===== src/rtl/vector_engine.sv =====
// Bresenham line rasteriser: draws one straight line into the display write path, one pixel per clock.
// Optional bounds clipping is enabled by defining VECTOR_ENGINE_CLIP_EN.
module vector_engine #(
    parameter int SCREEN_WIDTH  = 640,
    parameter int SCREEN_HEIGHT = 400
) (
    input  logic        clock_in,
    input  logic        reset_n_in,
    input  logic        enable_in,
    input  logic [9:0]  x0_in,
    input  logic [9:0]  y0_in,
    input  logic [9:0]  x1_in,
    input  logic [9:0]  y1_in,
    input  logic [3:0]  color_index_in,
    input  logic        pixel_write_grant_in,
    output logic        pixel_write_enable_out,
    output logic [17:0] pixel_write_address_out,
    output logic [3:0]  pixel_write_data_out,
    output logic        busy_out,
    output logic        done_out
);

    // The whole visible frame must fit the 18-bit write address.
    if (SCREEN_WIDTH * SCREEN_HEIGHT > (1 << 18)) begin : g_size_check
        $error("vector_engine: frame does not fit an 18-bit address");
    end

    localparam logic [17:0] SW18 = 18'(SCREEN_WIDTH);

    typedef enum logic [1:0] {IDLE, SETUP, DRAW} state_t;

    state_t             state_q;
    logic [9:0]         x0_q, y0_q, x1_q, y1_q;
    logic [3:0]         color_q;
    logic signed [11:0] dx_q, dy_q, err_q;
    logic               sx_neg_q, sy_neg_q;
    logic signed [10:0] x_q, y_q;
    logic               pres_q, last_q;
    logic               pwe_q, busy_q, done_q;
    logic [17:0]        addr_q;
    logic [3:0]         data_q;

    logic signed [11:0] xdiff, ydiff, dx_d, dy_d;
    logic signed [12:0] e2;
    logic               step_x, step_y;
    logic signed [11:0] err_d;
    logic signed [10:0] x_d, y_d;
    logic [17:0]        addr_d;
    logic               at_end, visible;

    always_comb begin
        xdiff  = signed'({2'b00, x1_q}) - signed'({2'b00, x0_q});
        ydiff  = signed'({2'b00, y1_q}) - signed'({2'b00, y0_q});
        dx_d   = xdiff[11] ? -xdiff : xdiff;
        dy_d   = ydiff[11] ? ydiff : -ydiff;

        // Both step decisions look at the error before this step's update.
        e2     = signed'({err_q, 1'b0});
        step_x = e2 >= signed'({dy_q[11], dy_q});
        step_y = e2 <= signed'({dx_q[11], dx_q});
        err_d  = err_q + (step_x ? dy_q : 12'sd0) + (step_y ? dx_q : 12'sd0);
        x_d    = x_q;
        y_d    = y_q;
        if (step_x) x_d = sx_neg_q ? x_q - 11'sd1 : x_q + 11'sd1;
        if (step_y) y_d = sy_neg_q ? y_q - 11'sd1 : y_q + 11'sd1;

        addr_d = {{7{y_q[10]}}, y_q} * SW18 + {{7{x_q[10]}}, x_q};
        at_end = (x_q == signed'({1'b0, x1_q})) && (y_q == signed'({1'b0, y1_q}));
`ifdef VECTOR_ENGINE_CLIP_EN
        visible = !x_q[10] && !y_q[10]
                  && ({22'd0, x_q[9:0]} < 32'(SCREEN_WIDTH))
                  && ({22'd0, y_q[9:0]} < 32'(SCREEN_HEIGHT));
`else
        visible = 1'b1;
`endif
    end

    always_ff @(posedge clock_in) begin
        if (!reset_n_in) begin
            state_q <= IDLE;
            pwe_q   <= 1'b0;
            addr_q  <= '0;
            data_q  <= '0;
            busy_q  <= 1'b0;
            done_q  <= 1'b0;
            pres_q  <= 1'b0;
        end else begin
            case (state_q)
                IDLE: begin
                    done_q <= 1'b0;
                    if (enable_in) begin
                        x0_q    <= x0_in;
                        y0_q    <= y0_in;
                        x1_q    <= x1_in;
                        y1_q    <= y1_in;
                        color_q <= color_index_in;
                        busy_q  <= 1'b1;
                        state_q <= SETUP;
                    end
                end
                SETUP: begin
                    dx_q     <= dx_d;
                    dy_q     <= dy_d;
                    err_q    <= dx_d + dy_d;
                    sx_neg_q <= !(x0_q < x1_q);
                    sy_neg_q <= !(y0_q < y1_q);
                    x_q      <= signed'({1'b0, x0_q});
                    y_q      <= signed'({1'b0, y0_q});
                    pres_q   <= 1'b0;
                    state_q  <= DRAW;
                end
                DRAW: begin
                    // A presented write waits for grant; skipped points never stall.
                    if (!(pwe_q && !pixel_write_grant_in)) begin
                        if (pres_q && last_q) begin
                            pwe_q   <= 1'b0;
                            busy_q  <= 1'b0;
                            done_q  <= 1'b1;
                            pres_q  <= 1'b0;
                            state_q <= IDLE;
                        end else begin
                            pres_q <= 1'b1;
                            last_q <= at_end;
                            pwe_q  <= visible;
                            addr_q <= addr_d;
                            data_q <= color_q;
                            x_q    <= x_d;
                            y_q    <= y_d;
                            err_q  <= err_d;
                        end
                    end
                end
                default: state_q <= IDLE;
            endcase
        end
    end

    assign pixel_write_enable_out  = pwe_q;
    assign pixel_write_address_out = addr_q;
    assign pixel_write_data_out    = data_q;
    assign busy_out                = busy_q;
    assign done_out                = done_q;

endmodule


===== config.mk =====
export PLATFORM = sky130hd
export DESIGN_NAME = vector_engine
export DESIGN_NICKNAME = d
export VERILOG_FILES = /design/src/rtl/vector_engine.sv
export SDC_FILE = /design/constraint.sdc
export NUM_CORES = 1
export LEC_CHECK = 0
export ABC_AREA = 1
export CAP_MARGIN = 20
export CORE_ASPECT_RATIO = 1.5
export CORE_MARGIN = 10
export CORE_UTILIZATION = 65
export DETAILED_ROUTE_END_ITERATION = 8
export GPL_TIMING_DRIVEN = 0
export PLACE_DENSITY_LB_ADDON = 0.08
export SLEW_MARGIN = 20
export SYNTH_ARGS = -nofsm -noshare
export SYNTH_HDL_FRONTEND = slang
export SYNTH_SLANG_ARGS = --single-unit

===== constraint.sdc =====
create_clock -name clock_in -period 8.3 [get_ports clock_in]
set_clock_uncertainty 0.15 [all_clocks]
set_input_delay 1.66 -clock clock_in [delete_from_list [all_inputs] [get_ports clock_in]]
set_output_delay 1.66 -clock clock_in [all_outputs]
set_load 0.05 [all_outputs]

### Yosys cells after proc, flatten, opt, wreduce, memory -nomap -nowiden

Index checks and enable logic that the tools add are counted.

| storage, ports and cells | value |
|---|---|
| output and inout port bits | 25 |
| register bits | 133 |
| word-level logic and storage cells | 101 |

| operators by class | value |
|---|---|
| reductions and logical operators | 21 |
| bitwise gates (word level) | 2 |
| $lt $le $gt $ge | 4 |
| mux-type cells | 31 |
| $add $sub $neg | 12 |
| equal/unequal tests | 10 |
| multipliers | 1 |

Operators with widths:

| cell | count |
|---|---|
| 11-bit two-way mux | 8 |
| 12-bit two-way mux | 6 |
| 11-bit case mux with 2 select lines | 2 |
| 12-bit adder | 3 |
| 11-bit negator with 12-bit output | 2 |
| 12-bit case mux with 2 select lines | 1 |
| 11-bit by 2-bit adder with 11-bit output (second input constant) | 2 |
| 11-bit == test | 2 |
| 10-bit by 10-bit subtractor with 11-bit output | 2 |
| 11-bit by 2-bit subtractor with 11-bit output (second input constant) | 2 |
| 10-bit less-than comparator | 2 |
| 18-bit adder | 1 |
| 18-bit by 3-bit multiplier with 11-bit output (second input constant) | 1 |
| 13-bit by 12-bit greater-or-equal comparator with 1-bit output | 1 |
| 13-bit by 12-bit <= comparator with 1-bit output | 1 |
| 2-bit != test (second input constant) | 6 |
| 3-bit AND reduction | 4 |
| 4-bit AND reduction | 3 |
| 5-bit AND reduction | 2 |
| 1-bit two-way mux | 7 |
| 2-bit two-way mux | 3 |
| 1-bit case mux with 2 select lines | 3 |
| 2-bit case mux with 3 select lines | 1 |
| 2-bit AND reduction | 3 |
| 7 further kinds | 13 |

### Depth between registers and ports, before layout

Gate-level depths: netlist (run 1).

| logic depth | value |
|---|---|
| depth after elaboration | 7 |
| gate-level depth with buffers | 27 |
| mapped depth without buffers | 26 |

### Least setup slack after synthesis (run 1)

Ideal clock, no wire load.

| timing path | value |
|---|---|
| path kind | in2reg |
| start | input port reset_n_in |
| end | register color_q[0], enable pin |
| cell stages on the path | 2 |
| path slack | 4.092 ns |
| buffers on the path | 0 |
| arrival time | 3.611 ns |
| data required time | 7.703 ns |
| cell sequence | nand2_1 > nor2_1 |

| on the way | value |
|---|---|
| longest elaborated chain between the ends | 1 |

Ends and longest elaborated chain:

| item | line | source |
|---|---|---|
| start: declaration | 8 | `input logic reset_n_in,` |
| 3-bit AND reduction (no line) | - |  |
| end signal: assignment | 96 | `color_q <= color_index_in;` |
| end: declaration | 34 | `logic [3:0] color_q;` |

Every way passes these cells.
A chain may end at the register's enable or synchronous reset.

### Worst setup path in the final report (run 1)

| timing path | value |
|---|---|
| start | register err_q[11] |
| end | register err_q[9] (data pin) |

| on the way | value |
|---|---|
| longest elaborated chain between the ends | 7 |
| elaborated cells on any way between the ends | 9 |
| those cells by class | add/sub: 2; order compare: 2; mux: 5 |

Ends and longest elaborated chain:

| item | line | source |
|---|---|---|
| start: declaration | 35 | `logic signed [11:0] dx_q, dy_q, err_q;` |
| start signal: assignment | 104 | `err_q <= dx_d + dy_d;` |
| start signal: assignment | 129 | `err_q <= err_d;` |
| 13-bit by 12-bit greater-or-equal comparator with 1-bit output | 59 | `step_x = e2 >= signed'({dy_q[11], dy_q});` |
| 12-bit two-way mux | 61 | `err_d = err_q + (step_x ? dy_q : 12'sd0) + (step_y ? dx_q : 12'sd0);` |
| 12-bit adder | 61 |  |
| 12-bit adder (*) | 61 |  |
| 12-bit two-way mux (*) | 115 | `if (pres_q && last_q) begin` |
| 12-bit two-way mux (*) | 114 | `if (!(pwe_q && !pixel_write_grant_in)) begin` |
| 12-bit case mux with 2 select lines (*) | 88 | `case (state_q)` |

Every way passes the cells marked *; elsewhere a longest branch is shown, timed or not. The select of a mux whose other input is x is not followed.

==> results list, run 1 <==
- Ports placed on the boundary: 73
- Synthesized area per cell: 8.24 um2
- Peak VDD IR: 0.152 mV
- The number of slew-limit violations in the final report was 0.
- Leaving out fill and tap cells, the most frequent cell in the layout is sky130_fd_sc_hd__nand2_1.
* Start-to-end type of the worst setup path: register to register
- Yosys printed 0 warnings.
* Final setup slack of the worst path: 3190 ps
- Counting every instance in the synthesized netlist gives 1,219.
* Die Area: 20,900 um2
- Counting the buffers created by CTS gives 17.
* Clock tree from TritonCTS: built
- Across the run, the number of max-cap violations was 0.
- Global-route track usage on met3: 4.90%
- Post-cts sizing count: 0
- For this design, the sink count on the clock tree is 133.
- Max Clk Rate: 196 MHz
- The number of global-route vias before repair was 8,691.
- Number of hold-slack violations in the final timing report: 0
- Row Count: 55
- In the global route stage, overall resource usage came out at 25.3%.
- Final total negative setup slack: 0 ps
- Logic depth of the worst setup path including buffers: 26
* Growth of design area from synthesis to finish: 15.6%
* Met2 Resource Use GR: 48.1%
- Net total in the final layout: 1,489
* Most frequent cell on the critical path: sky130_fd_sc_hd__nand2_1
* Type of the tightest min-delay check: register to register
* Count of buffering cells on the critical path with inverters included: 5
- After clock tree synthesis, the clock-pin slew on the worst setup and hold paths is 60 ps.
- The first detailed-routing pass took 9 iterations.
- When the netlist entered floorplanning its net count stood at 1,396.
* Tightest slew margin relative to the limit: 46.1%
- Worst slack at placement: 3200 ps
* Async set-reset flop share out of synthesis: 0%
* Total core area: 15,100 um2
- Hold Path Depth: 2
* Part of the total power dissipated in combinational logic: 36.9%
* Netlist area before placement: 10,000 um2
* Dominant register cell in the synthesized netlist: sky130_fd_sc_hd__edfxtp_1
- Avg Vias per Cell: 5.56
- Data on the critical path is required at its endpoint by 8400 ps.
- Detailed routing inserted a total of 8,476 vias.
- Part of the Yosys area used for sequential elements: 37.0%
- Among all stages on the critical path, the largest delay is contributed by sky130_fd_sc_hd__edfxtp_1.
* Peak per-stage delay on the critical path: 440 ps
- After detailed routing, the total wire length is 25,700 um.
- Global-route met1 utilization: 23.7%
- Ranked by total cell area, the synthesized netlist is headed by sky130_fd_sc_hd__edfxtp_1 (31%), sky130_fd_sc_hd__ha_1 (14%), sky130_fd_sc_hd__nand2_1 (9.4%).
- At the pin with the least slew margin, the transition time is 808 ps.
* Switching Share: 37.4%
- Summing all non-filler instances in the final layout gives an area of 11,600 um2.
* Post-synth top area share: 31.4%
* Root Buffer Master: sky130_fd_sc_hd__clkbuf_16
- Wire length of the first global-routing pass: 41,400 um
* Post-CTS repair timing setup buffer count: 0
- Maximum level of the CTS H-tree: 4
* Seq pwr share: 34.0%
- Summed over all nets, the half-perimeter wirelength after detailed placement is 20,500 um.
- Setup violations remaining at the end of the flow were counted as 0.
* Static Leakage: 5.47 nW
- Clock power share: 29.1%
- For this configuration, the core starts out at a cell density of 66.3%.
- Die X-Extent: 121 um
- No sink is reached through more buffers than the 2 on the longest clock path.
- Global-route congestion overflow total: 0
- The die is 172 um tall.
* Delay-heaviest family, CP: simple AND/OR/NAND/NOR gates
- Dpl cell area: 11,100 um2
- Entering global routing, the biggest net connects 27 pins.
- Unrepaired setup endpoints after global routing: false
* Setup crit end kind: register
- Synthesis instantiated 49 different standard cells from the library.
- Counting I/O delays and the setup requirement, the final critical path takes 5110 ps.
* Post-layout util: 76.7%
* Worst skew pair latency: 430 ps
- The synthesized design contains 105 enable-type register cells.
* Share of the clock period used by the worst path: 61.5%
- In this run the most used layer during global routing was met2.
* Most frequent cells in the layout: sky130_fd_sc_hd__nand2_1 (251), sky130_fd_sc_hd__inv_1 (190), sky130_fd_sc_hd__nor2_1 (118), sky130_fd_sc_hd__ha_1 (110), sky130_fd_sc_hd__edfxtp_1 (105)
* Largest area contributor in the netlist: sky130_fd_sc_hd__edfxtp_1
- Post-CTS Hold Fix Bufs: 0
- Total of buffers placed on input and output ports: 72
- The initial antenna violation count was 0.
- The first routing iteration left 466 violations.
* Overall Power: 2.43 mW
* Switching power: 0.908 mW
* Flops & latches, synth: 133
- Routability-driven placement congestion ratio: 0.972
- Power density cells: 209 nW/um2
- Type of origin of the critical path: register
- Cell count of the worst reg-to-reg path: 26
* Outcome: complete, no violations
- Ratio of cells with drive above 1 in the final layout: 5.81%
- Antenna-violating nets left: 0
* Antenna diode count: 0
- Worst-path fanout max: 10
* Internal power summed over all cells: 1.52 mW
- After detailed routing, the average wire length per cell comes to 16.9 um.
- In the routed design, unresolved DRC markers number 0.
- Data on the critical path arrives at its endpoint at 5210 ps.
[area by class of cell]
type | instances | area, um2
multi-input combinational | 877 | 5540
buffer | 16 | 85.1
clock inverter | 14 | 113
sequential | 133 | 3710
clock buffer | 18 | 429
tap | 199 | 249
fill | 1124 | 3530
inverter | 193 | 724
timing repair buffer | 74 | 761
[sequential cells by signal, indices dropped and copies added (netlist names)]
| signal | flops |
|---|---|
| pixel_write_address_out | 18 |
| x_q | 11 |
| x0_q | 10 |
| busy_out | 1 |
| y_q | 11 |
| pixel_write_data_out | 4 |
| sy_neg_q | 1 |
| dx_q | 12 |
| x1_q | 10 |
| color_q | 4 |
| pres_q | 1 |
| pixel_write_enable_out | 1 |
| last_q | 1 |
| sx_neg_q | 1 |
| y0_q | 10 |
| err_q | 12 |
| dy_q | 12 |
| state_q | 2 |
| y1_q | 10 |
| done_out | 1 |
[power groups by stage]
stage	Sequential [mW]	Combinational, mW	Clock (mW)
finish	0.825	0.895	0.706
floorplan	0.858	0.625	0
global route	0.828	1.01	0.738
detailed placement	0.837	0.889	0
global placement	0.837	0.872	0
CTS	0.824	0.897	0.710
[worst register-to-register path: stages (launching register included)]
cell and delay (ps):
sky130_fd_sc_hd__edfxtp_1 440, sky130_fd_sc_hd__ha_1 430, sky130_fd_sc_hd__nand2_1 110, sky130_fd_sc_hd__nor2_1 270, sky130_fd_sc_hd__inv_1 70, sky130_fd_sc_hd__nor2_1 160, sky130_fd_sc_hd__nand2_1 90, sky130_fd_sc_hd__nand2_1 70
sky130_fd_sc_hd__nand2_1 40, sky130_fd_sc_hd__nand3_1 310, sky130_fd_sc_hd__buf_2 320, sky130_fd_sc_hd__nand2_1 100, sky130_fd_sc_hd__fa_1 360, sky130_fd_sc_hd__inv_1 60, sky130_fd_sc_hd__ha_1 230, sky130_fd_sc_hd__inv_1 100
sky130_fd_sc_hd__fa_1 370, sky130_fd_sc_hd__inv_1 120, sky130_fd_sc_hd__nand2_1 80, sky130_fd_sc_hd__o21a_1 190, sky130_fd_sc_hd__o21ai_0 290, sky130_fd_sc_hd__nand2_1 130, sky130_fd_sc_hd__nand2_1 80, sky130_fd_sc_hd__a21oi_1 70
sky130_fd_sc_hd__nand2_1 60, sky130_fd_sc_hd__nand2_1 40, sky130_fd_sc_hd__o21ai_0 200
[per-stage QoR]
| stage | hold WS [ps] | std cells |
|---|---|---|
| finish | 325 | 1524 |
| global route | 359 | 1524 |
| CTS | 323 | 1524 |
| detailed placement | 305 | 1492 |
| global placement | 310 | 1490 |
| floorplan | 297 | 1219 |
[synthesized netlist by cell type (all sizes together) (2+ instances only)]
| master | number |
|---|---|
| o21ai | 74 |
| a31oi | 6 |
| o21a | 2 |
| fa | 19 |
| nor4 | 2 |
| a31o | 2 |
| nand2 | 257 |
| nand3 | 64 |
| edfxtp | 105 |
| xor2 | 45 |
| or2 | 9 |
| o21bai | 4 |
| nand4 | 8 |
| nor2 | 124 |
| inv | 192 |
| clkbuf | 10 |
| xnor2 | 30 |
| and3 | 2 |
| buf | 6 |
| o22ai | 7 |
| nand3b | 3 |
| a21o | 6 |
| o211ai | 2 |
| a21oi | 75 |
| ha | 110 |
| o31ai | 4 |
| nor3 | 16 |
| dfxtp | 28 |
[kinds of logic (layout without fill, tap and decap cells)]
| kind of cell | Yosys count | in the layout | share of synthesized area (%) |
|---|---|---|---|
| AOI/OAI and AO/OA | 186 | 186 | 10.4 |
| xor gates and xnor gates | 75 | 75 | 6.76 |
| adders and majority gates | 129 | 129 | 17.5 |
| buffers and inverters | 209 | 315 | 8.06 |
| DFF | 133 | 133 | 37.0 |
| other | 1 | 1 | 0.0373 |
| and+or+nand+nor | 486 | 486 | 20.3 |
[routing by layer]
| metal | vias up | routed length, um |
|---|---|---|
| met5 | - | 0 |
| met4 | 0 | 1700 |
| met3 | 91 | 1260 |
| met2 | 264 | 13700 |
| met1 | 3910 | 9010 |
| li1 | 4211 | - |
[path summary, 6_finish.rpt]
path | from | endpoint | slack [ps]
setup / recovery | err_q[11] | err_q[9] | 3190
hold / removal | done_out | done_out | 320
setup reg to reg | err_q[11] | err_q[9] | 3190
hold reg to reg | done_out | done_out | 320
(Power assumes the default switching activity.)
==> inputs of run 2 (changes only) <==
--- a/config.mk
+++ b/config.mk
@@ -9,7 +9,7 @@
 export CAP_MARGIN = 20
 export CORE_ASPECT_RATIO = 1.5
 export CORE_MARGIN = 10
-export CORE_UTILIZATION = 65
+export CORE_UTILIZATION = 60
 export DETAILED_ROUTE_END_ITERATION = 8
 export GPL_TIMING_DRIVEN = 0
 export PLACE_DENSITY_LB_ADDON = 0.08
==> constraint.sdc (replaced) <==
create_clock -name clock_in -period 5 [get_ports clock_in]
set_clock_uncertainty 0.15 [all_clocks]
set_input_delay 1 -clock clock_in [delete_from_list [all_inputs] [get_ports clock_in]]
set_output_delay 1 -clock clock_in [all_outputs]
set_load 0.05 [all_outputs]
==> results list, run 2 (same netlist as run 1, synthesis figures left out) <==
- The max-slew headroom at the worst pin came to 37.6% (-8.5 points).
- Ports placed on the boundary: 73 (unchanged)
- Via count of the first global-routing pass: 8,542 (-1.7%)
- The number of maximum-capacitance violations was 0 (unchanged).
* Max Clk Rate: 214 MHz (+9.3%)
- The slowest stage of the critical path is the sky130_fd_sc_hd__fa_1 cell.
* Die X-Extent: 126 um (+3.4%)
- The proportion of layout cells with a drive suffix above 1 came to 6.04% (+0.23 points).
- Filler cell count in the final layout: 1,306 (+16%)
* Routability-driven placement congestion ratio: 0.916 (-5.7%)
- The actual slew at the worst max-slew pin came to 936 ps (+128 ps).
- The power per cell area was 356 nW/um2 (+70%).
- The y dimension of the die is 178 um (+3.6%).
- Final Instance Count excl. Fillers: 1,530 (+0.39%)
- Post-CTS Hold Fix Bufs: 0 (unchanged)
* Reg2Reg Launch Point: err_q[3]
- The min-delay analysis places its worst path in the category register to register.
- The worst reg2reg path depth was 25 (-3.8%).
- Storage cell area: 3710 um2 (unchanged)
- Overall fraction of global-route tracks in use: 22.8% (-2.5 points)
- The end-of-flow core utilization is 71.6% (-5.1 points).
* Net total in the final layout: 1,488 (-0.067%)
- The number of I/O port buffers was 72 (unchanged).
* Total core area: 16,300 um2 (+7.9%)
* Most common cell after layout, fill and taps aside: sky130_fd_sc_hd__nand2_1
- The routed metal-1 wire length was 9390 um (+4.2%).
* Avg Vias per Cell: 5.44 (-2.2%)
* Maximum number of pins on one net before global-route repair: 27 (unchanged)
* Setup crit end kind: register
- Antenna diode count: 0 (unchanged)
* Number of hold-slack violations in the final timing report: 0 (unchanged)
- Initial core utilization: 61.5% (-4.8 points)
- Worst-path fanout max: 10 (unchanged)
* Hold Path Origin: done_out
- Drt first-iter violations: 459 (-1.5%)
* Required time of the worst setup path: 5090 ps (-3310 ps)
- The stage delay of the slowest cell on the critical path was 520 ps (+80 ps).
* Data arrival, critical path: 4760 ps (-450 ps)
- Register clock-pin slew on the reported worst setup and hold paths: 70 ps (about the same)
- The total wire length is 25,300 um (-1.5%).
* Post-CTS repair timing setup buffer count: 0 (unchanged)
- The area of the multi-input gates was 5550 um2 (+0.18%).
* HPWL after detailed placement: 19,900 um (-3.0%)
* Die Area: 22,400 um2 (+7.1%)
- Root Buffer Master: sky130_fd_sc_hd__clkbuf_16
* Maximum level of the CTS H-tree: 4 (unchanged)
* Antenna-violating nets left: 0 (unchanged)
* Most frequent cell on the critical path: sky130_fd_sc_hd__nand2_1
- Final count of pins violating max slew: 0 (unchanged)
- The global-route wire length before repair is 41,000 um (-0.92%).
- In this run the critical register-to-register path is captured at err_q[9].
- Top routing layer in use: met4
- STA classifies the critical path startpoint as a register.
- Overall Power: 4.16 mW (+72%)
- Final Critical Period: 4670 ps (-434 ps)
- Worst skew pair latency: 430 ps (about the same)
- End of the worst hold path: done_out
- Share of the clock period used by the worst path: 93.5% (+32 points)
- Peak VDD IR: 0.235 mV (+54%)
- The overall overflow remaining after global route came to 0 (unchanged).
* Row Count: 57 (+3.6%)
- Number of flip-flops under the largest register name: 18 (unchanged)
- The worst setup path is of the register to register kind.
- The detailed-routing iteration count for the pre-antenna-repair pass is 5 (-4).
* Hold Path Depth: 2 (unchanged)
- Unrepaired setup endpoints after global routing: false
- Met3 layer wire length in the routed design: 1020 um (-19%)
* CTS Sinks: 133 (unchanged)
- The quantity of gates resized following cts came to 1 (+1).
* Static Leakage: 5.50 nW (+0.55%)
- Post-Place Cells: 1,498 (+0.40%)
- The flow ran to the end, and the final reports show no timing, DRC or antenna violations.
- The total of endpoints with negative setup slack in the final report is 0 (unchanged).
- Most frequent cells in the layout: sky130_fd_sc_hd__nand2_1 (251), sky130_fd_sc_hd__inv_1 (190), sky130_fd_sc_hd__nor2_1 (117), sky130_fd_sc_hd__ha_1 (109), sky130_fd_sc_hd__edfxtp_1 (105)
- The remaining design rule violation count came to 0 (unchanged).
* Routed length on met2: 13,900 um (+1.1%)
- TritonCTS Buffers: 17 (unchanged)
- The area growth from synthesis to layout is 16.4%.
- The initial antenna violation count came to 0 (unchanged).
- Buffers from clock root to sink, at most: 2 (unchanged)
- Routed wirelength normalized by instance count: 16.6 um (-1.8%)
- Number of vias after detailed routing: 8,319 (-1.9%)
- Setup slack of the most critical reg-to-reg path: 330 ps (-2870 ps)
- Clock tree from TritonCTS: built
-- run 2: cell types whose count changed in the layout (fill, tap and decap cells not counted), sizes merged --
cell | before | now
buf | 8 | 7
clkinv | 5 | 3
clkbuf | 28 | 29
bufinv | 0 | 1
-- run 2: worst max-delay path by stage --
stage               cells past startpoint       end  slack [ps]  startpoint
finish                                 25  err_q[9]         330    err_q[3]
global route                           25  err_q[9]           8    err_q[2]
CTS                                    26  err_q[9]          70   err_q[11]
detailed placement                     26  err_q[9]           3   err_q[11]
global placement                        3   y0_q[8]        -180  reset_n_in
floorplan                              25  err_q[9]        1100   err_q[11]
-- run 2: stage by stage --
stage          setup slack (ps)  instance area, um2  hold slack, ps  setup TNS, ps
3_3_place_gp               -179               11000             305          -7720
6_report                    326               11700             317              0
2_1_floorplan              1100               10000             297              0
5_1_grt                    7.63               11700             357              0
3_5_place_dp               3.22               11100             310              0
4_1_cts                    65.4               11700             322              0
-- run 2: final cells by class --
type	instances	area share, %
Clock inverter	13	1.28
Tap cell	206	2.20
Buffer	16	0.749
Multi-Input combinational cell	877	47.4
Timing Repair Buffer	73	6.40
Clock buffer	19	3.97
Sequential cell	133	31.8
Inverter	193	6.20
-- run 2: routing by layer --
layer | vias up | global-route usage, %
met2 | 176 | 44.9
met5 | - | 0
met3 | 64 | 4.28
li1 | 4223 | -
met1 | 3856 | 21.8
met4 | 0 | 11.2
-- run 2: where the power goes --
part	leakage [nW]	total [mW]	switching [mW]	internal, mW
clock	0.306	1.30	0.549	0.756
combinational	4.00	1.49	0.928	0.562
sequential	1.19	1.37	0.0577	1.31
total	5.50	4.16	1.53	2.63
-- run 2: critical path: cells and delay by family (launching register included) --
kind            cells  cell delay [ps]
compound gates      4              690
fa+ha+maj           4             1450
buf+inv             4              550
flops               1              440
simple gates       13             1190
